**config.mk**
```make
export PLATFORM = sky130hd
export DESIGN_NAME = brent_kung_adder
export DESIGN_NICKNAME = d
export VERILOG_FILES = /design/src/rtl/brent_kung_adder.sv
export SDC_FILE = /design/constraint.sdc
export NUM_CORES = 1
export LEC_CHECK = 0
export ABC_CLOCK_PERIOD_IN_PS = 2670
export BUFFER_PORTS_ARGS = -buffer_cell sky130_fd_sc_hd__buf_2
export CAP_MARGIN = 30
export CORE_MARGIN = 4
export CORE_UTILIZATION = 48
export DETAILED_ROUTE_END_ITERATION = 16
export PLACE_DENSITY = 0.83
export SLEW_MARGIN = 20
export SYNTH_ARGS = -nofsm -noshare
export SYNTH_HDL_FRONTEND = slang
export SYNTH_SLANG_ARGS = --single-unit
```
**constraint.sdc**
```tcl
create_clock -name clk -period 2.67 [get_ports clk]
set_clock_uncertainty 0.05 [all_clocks]
set_input_delay 0.1335 -clock clk [delete_from_list [all_inputs] [get_ports clk]]
set_output_delay 0.1335 -clock clk [all_outputs]
set_load 0.02 [all_outputs]
```
**src/rtl/brent_kung_adder.sv**
```systemverilog
// ----------------------------------------------------------------------------
// brent_kung_adder
// Registered unsigned adder whose carries come from a Brent-Kung
// parallel-prefix network. {cout,out} = a + b, with no carry-in.
//
// Parameters
//   WIDTH      operand/sum width, power of two from 2 to 64 (default 16)
//
// Ports
//   clk        clock, all state updates on the rising edge
//   rst        synchronous active-high reset
//   in_valid   qualifies a/b in the current cycle
//   a, b       unsigned addends
//   out        registered sum modulo 2^WIDTH
//   cout       registered carry-out (bit WIDTH of a+b)
//   out_valid  high for one cycle when out/cout hold a new result
//
// Configuration
//   BRENT_KUNG_INREG_EN  when defined, a/b/in_valid are registered ahead of
//                        the prefix network and latency grows from 1 to 2.
// ----------------------------------------------------------------------------
module brent_kung_adder #(
   parameter int unsigned WIDTH = 16
) (
   input  logic             clk,
   input  logic             rst,
   input  logic             in_valid,
   input  logic [WIDTH-1:0] a,
   input  logic [WIDTH-1:0] b,
   output logic [WIDTH-1:0] out,
   output logic             cout,
   output logic             out_valid
);

   localparam int unsigned LEVELS = $clog2(WIDTH);
   localparam int unsigned IDX_W  = (LEVELS < 1) ? 1 : LEVELS;

   // Operands seen by the prefix network
   logic [WIDTH-1:0] opa_c;
   logic [WIDTH-1:0] opb_c;
   logic             op_vld_c;

`ifdef BRENT_KUNG_INREG_EN
   logic [WIDTH-1:0] a_q, a_d;
   logic [WIDTH-1:0] b_q, b_d;
   logic             vld_q, vld_d;

   // Input stage captures every cycle; validity travels alongside the data
   always_comb begin
      a_d   = a;
      b_d   = b;
      vld_d = in_valid;
   end

   always_ff @(posedge clk) begin
      if (rst) begin
         a_q   <= '0;
         b_q   <= '0;
         vld_q <= 1'b0;
      end else begin
         a_q   <= a_d;
         b_q   <= b_d;
         vld_q <= vld_d;
      end
   end

   assign opa_c    = a_q;
   assign opb_c    = b_q;
   assign op_vld_c = vld_q;
`else
   assign opa_c    = a;
   assign opb_c    = b;
   assign op_vld_c = in_valid;
`endif

   // Prefix network signals
   logic [WIDTH-1:0] gen_c;
   logic [WIDTH-1:0] prop_c;
   logic [WIDTH-1:0] grp_g_c;
   logic [WIDTH-1:0] grp_p_c;
   logic [WIDTH-1:0] sum_c;
   logic             carry_c;

   // Brent-Kung prefix tree, updated in place.
   // Up-sweep: at level k, node i (i+1 a multiple of 2^(k+1)) absorbs the
   // 2^k-wide group ending at i-2^k, so power-of-two prefixes become complete.
   // Down-sweep: at level k, node i = 3*2^k-1 + j*2^(k+1) holds a 2^k-wide
   // group and its left neighbour i-2^k already holds a full prefix, so one
   // generate-only merge completes it. Only G is needed after the up-sweep.
   always_comb begin
      gen_c   = opa_c & opb_c;
      prop_c  = opa_c ^ opb_c;
      grp_g_c = gen_c;
      grp_p_c = prop_c;

      for (int k = 0; k < int'(LEVELS); k++) begin
         for (int i = (1 << (k + 1)) - 1; i < int'(WIDTH); i += (1 << (k + 1))) begin
            grp_g_c[IDX_W'(i)] = grp_g_c[IDX_W'(i)]
                               | (grp_p_c[IDX_W'(i)] & grp_g_c[IDX_W'(i - (1 << k))]);
            grp_p_c[IDX_W'(i)] = grp_p_c[IDX_W'(i)] & grp_p_c[IDX_W'(i - (1 << k))];
         end
      end

      for (int k = int'(LEVELS) - 2; k >= 0; k--) begin
         for (int i = (3 << k) - 1; i < int'(WIDTH); i += (1 << (k + 1))) begin
            grp_g_c[IDX_W'(i)] = grp_g_c[IDX_W'(i)]
                               | (grp_p_c[IDX_W'(i)] & grp_g_c[IDX_W'(i - (1 << k))]);
         end
      end
   end

   // grp_g_c[i] is now the carry out of bit i; bit 0 sees no carry-in
   assign sum_c   = prop_c ^ {grp_g_c[WIDTH-2:0], 1'b0};
   assign carry_c = grp_g_c[WIDTH-1];

   // Output register: hold result when idle, pulse valid on new data
   logic [WIDTH-1:0] out_q, out_d;
   logic             cout_q, cout_d;
   logic             out_valid_q, out_valid_d;

   always_comb begin
      out_d       = out_q;
      cout_d      = cout_q;
      out_valid_d = 1'b0;
      if (op_vld_c) begin
         out_d       = sum_c;
         cout_d      = carry_c;
         out_valid_d = 1'b1;
      end
   end

   always_ff @(posedge clk) begin
      if (rst) begin
         out_q       <= '0;
         cout_q      <= 1'b0;
         out_valid_q <= 1'b0;
      end else begin
         out_q       <= out_d;
         cout_q      <= cout_d;
         out_valid_q <= out_valid_d;
      end
   end

   assign out       = out_q;
   assign cout      = cout_q;
   assign out_valid = out_valid_q;

endmodule

```
After elaboration in Yosys (flattened, before gate mapping)

Index checks and enable logic that the tools add are counted.
Widths: inputs -> output; s select.

Register bits after elaboration: 18
Bits of input ports: 35
Output and inout port bits: 18

Mux-type cells: 1
Bitwise gates (word level): 29

Operator list:

| operator       | count |
|---|---|
| $xor 16x16->16 | 2 |
| $and 16x16->16 | 1 |
| $and 1x1->1    | 15 |
| $or 1x1->1     | 11 |
| $mux 1         | 1 |

Longest topological paths before layout

Depth in word-level cells: 10
Mapped depth: 8
Depth with buffers taken out: 8

Worst setup path after synthesis

OpenSTA, ideal clock, no wires.

Path type: input -> register
Start: input a[0]
End: register out_q[6] (netlist: out[6])
Arrival: 1704 ps
Required time: 2534 ps
Setup slack: 831 ps
Stages on the path: 6
Cell sequence: ha_1 > fa_1 > a211oi_1 > o21a_1 > fa_1 > a211oi_1

Longest elaborated chain between the ends: 8

Ends and longest elaborated chain:

| element              | RTL line | text |
|---|---|---|
| from (decl)          | 28       | `input logic [WIDTH-1:0] a,` |
| $and 16x16->16       | 91       | `gen_c = opa_c & opb_c;` |
| $and 1x1->1          | 99       | `\| (grp_p_c[IDX_W'(i)] & grp_g_c[IDX_W'(i - (1 << k))]);` |
| $or 1x1->1           | 99       |  |
| $and 1x1->1          | 99       |  |
| $or 1x1->1           | 99       |  |
| $and 1x1->1          | 107      | `\| (grp_p_c[IDX_W'(i)] & grp_g_c[IDX_W'(i - (1 << k))]);` |
| $or 1x1->1           | 107      |  |
| $xor 16x16->16       | 113      | `assign sum_c = prop_c ^ {grp_g_c[WIDTH-2:0], 1'b0};` |
| to (signal assigned) | 138      | `out_q <= out_d;` |
| to (decl)            | 117      | `logic [WIDTH-1:0] out_q, out_d;` |

No other way between the ends.
A chain may end at the register's enable or synchronous reset.

Final worst setup path

Same ends and word-level chain as after synthesis.

==> results.txt <==
For the number of antenna violations at the first check in global routing, the log shows 0. The number of nets in the synthesized netlist is 161. TritonCTS created 3 clock buffers. The number of unique standard cell types used by synthesis is 19, and the fraction of the cycle the final worst path needs is 65.4%.

By startpoint and endpoint, the worst setup path is classified as input pin to flip-flop. Pin placement for this block handled 53 I/O pins. After global routing the overflow that remains totals 0. The region available for standard cell placement spans 2040 um2. The sink count of the clock tree is 18.

The largest single stage delay on the critical path is 0.42 ns. The min-delay analysis places its worst path in the category input pin to flip-flop. Yosys printed 0 warnings.

Summing internal, switching and leakage power gives 0.677 mW. The number of instances in the synthesized netlist was 107. The final setup slack of the worst path was 0.924 ns. The logs give 1 for the CTS H-tree depth and 1070 um2 for the summed instance area of the synthesized netlist. The final-report hold violation count is 0. Maximum number of pins on one net before global-route repair: 31. Setup repair after global routing left no endpoint under its margin.

For the final routed database, the setup TNS stands at 0 ns. The maximum vdd ir drop is 0.444 mV, and the total power density per cell area is 493 nW/um2. Measured along the y axis, the die boundary spans 55.2 um.

In this run the post-CTS setup repair buffer count came out at 0. The placed wire-length estimate after detailed placement is 1.84 mm. The number of slew-limit violations in the final report is 0. After detailed routing, the number of remaining DRC violations is 0. Buffer depth of the longest clock path: 2. The count of endpoints failing setup in the final report was 0. The first global-routing pass estimated 3.58 mm of wire. The synthesis-stage register bit count is 18.

Chip width: 55.2 um. The run finished with clean final reports. The register clock-pin slew on the reported worst setup and hold paths is 0.10 ns. In the final layout, the share of cells above drive strength 1 is 36.7%. The number of global-route vias before repair is 891, and the placement row count is 16.

Worst path buffer plus inverter count: 1. STA classifies the critical path startpoint as an input pin. The number of port buffers came out at 52. The most common cell in the synthesized netlist is sky130_fd_sc_hd__dfxtp_1.

Detailed routing inserted a total of 906 vias. The number of hold buffers added after cts was 0. The detailed-route wire length per cell is 11.9 um, and the final antenna diode count is 0.

In the synthesized netlist the dominant register cell turns out to be sky130_fd_sc_hd__dfxtp_1. Among cell families on the critical path, the largest total delay comes from adder cells. Measured against its own limit, the worst slew margin works out to 62.7%.

The tools report the number of nets at the end of the flow as 213. Walking the worst path, the cells encountered are buf_2, ha_1, fa_1, a211oi_1, o21a_1, fa_1, a211oi_1. The largest total area in the synthesized netlist belongs to sky130_fd_sc_hd__dfxtp_1. Of all nets on the critical path, the largest fanout is 3. At the end of routability-driven placement, the weighted congestion stood at 0.706. For this design, the slowest cell found on the critical path is sky130_fd_sc_hd__fa_1. The logs give 16.6% for the total global routing track utilization and 2.84 ns for the endpoint required time on the critical path. The library cell used as clock root buffer was sky130_fd_sc_hd__clkbuf_4.

By count the netlist is led by 18 x sky130_fd_sc_hd__dfxtp_1, 17 x sky130_fd_sc_hd__nor2_1, 15 x sky130_fd_sc_hd__ha_1. The run gives 33.7% as the sequential element share of the synthesized area. For the effective utilization at floorplan, the log shows 52.3%. The average size of a mapped cell is 9.99 um2. Summed over all layers, the routed wires come to 2.21 mm. The analysis attributes to cell leakage a power of 0.703 nW.

The post-detailed-route via-to-cell ratio was 4.90. STA classifies the critical path endpoint as a flip-flop. The overall die area was 3040 um2. For this run, the top clock speed supported by timing is 0.573 GHz. Clock latency on the worst-skew pair, taken at its later pin, is 0.29 ns. STA puts the critical path data arrival time at 1.91 ns.

The portion of synthesized cell area occupied by the leading cell type is 33.7%, and the relative area change from synthesis to final layout is 28.7%. The number of gates resized after CTS came out at 0. OpenSTA, run right after detailed placement, puts the worst setup slack at 0.605 ns.

The number of optimization iterations in the first detailed-route pass is 3. The transition time at the pin with the least slew margin was 0.560 ns. TritonCTS built the clock tree. The number of synthesized flops with an enable pin is 0.

In this run the remaining antenna-violating nets after routing total 0. The detailed router finished its first iteration with 7 violations. The worst path in the final design needs a cycle of 1.75 ns, including I/O delays and setup. The tool flagged a number of max-cap violations equal to 0.

Counting flops with an async set or reset pin after synthesis yields a share of 0%. By area the synthesized netlist is led by sky130_fd_sc_hd__dfxtp_1 34%, sky130_fd_sc_hd__ha_1 18%, sky130_fd_sc_hd__xnor2_1 8.2%, sky130_fd_sc_hd__a211oi_1 7.7%, sky130_fd_sc_hd__fa_1 7.5%.
## sequential cells by signal (all words and copies together), names as in the netlist
register	flops
out_valid	1
cout	1
out	16
## cell usage in the layout, fill, tap and decap left out, drive strengths merged
master / netlist / layout
buf: 5 / 52
dfxtp: 18 / 18
nor2: 17 / 17
ha: 15 / 15
a211oi: 11 / 11
xnor2: 10 / 10
inv: 7 / 7
mux2i: 6 / 6
fa: 4 / 4
clkbuf: 0 / 4
a21oi: 3 / 3
o211ai: 2 / 2
o21a: 2 / 2
nand2: 2 / 2
a21o: 1 / 1
nand2b: 1 / 1
or3b: 1 / 1
o221ai: 1 / 1
nor2b: 1 / 1
## cell families after synthesis
family                   count (synthesis)  share of synthesized area, %
XOR/XNOR                                10                          8.20
flip-flops                              18                          33.7
adder cells (fa/ha/maj)                 19                          25.1
multiplexers                             6                          5.62
AND/OR/NAND/NOR                         22                          8.67
AO/OA/AOI/OAI                           20                          14.1
buffers and inverters                   12                          4.68
## tightest hold or removal path, delay by kind of cell
| kind | cells | cell delay [ns] |
|---|---|---|
| AND/OR/NAND/NOR | 1 | 0.08 |
| multiplexers | 1 | 0.06 |
| buffers and inverters | 1 | 0.08 |
| adder cells (fa/ha/maj) | 1 | 0.11 |
## stage by stage
stage	instances	hold slack [ns]	cell area [um2]	utilization, %
5_1_grt	185	0.181	1380	67.3
3_5_place_dp	181	0.421	1340	65.6
6_report	185	0.156	1380	67.3
2_1_floorplan	107	0.307	1070	-
3_3_place_gp	181	0.418	1340	65.6
4_1_cts	185	0.154	1380	67.3
## per-layer routing
layer	wire (um)	vias to the layer above	global-route usage [%]
met4	19	0	6.07
met3	149	2	4.56
met2	1180	27	30.5
met1	863	404	17.9
li1	-	473	-
met5	0	-	0
## final timing paths
check	slack, ns	end	startpoint	depth (start not counted)
max	0.92	out[6]	a[0]	7
min	0.16	out[0]	b[0]	4
max reg2reg	1.90	out[15]	out[15]	2
min reg2reg	0.44	out[6]	out[6]	2
## final cells by class
cell class,count,area (um2)
timing repair buffer,52,260
inverter,7,26.3
fill,189,667
sequential,18,360
clock buffer,4,36.3
multi-input combinational,77,658
tap,27,33.8
## where the power goes
part / internal, mW / switching (mW)
clock network: 0.0831 / 0.0827
logic: 0.0952 / 0.112
registers: 0.293 / 0.0111
(Power assumes the default switching activity.)
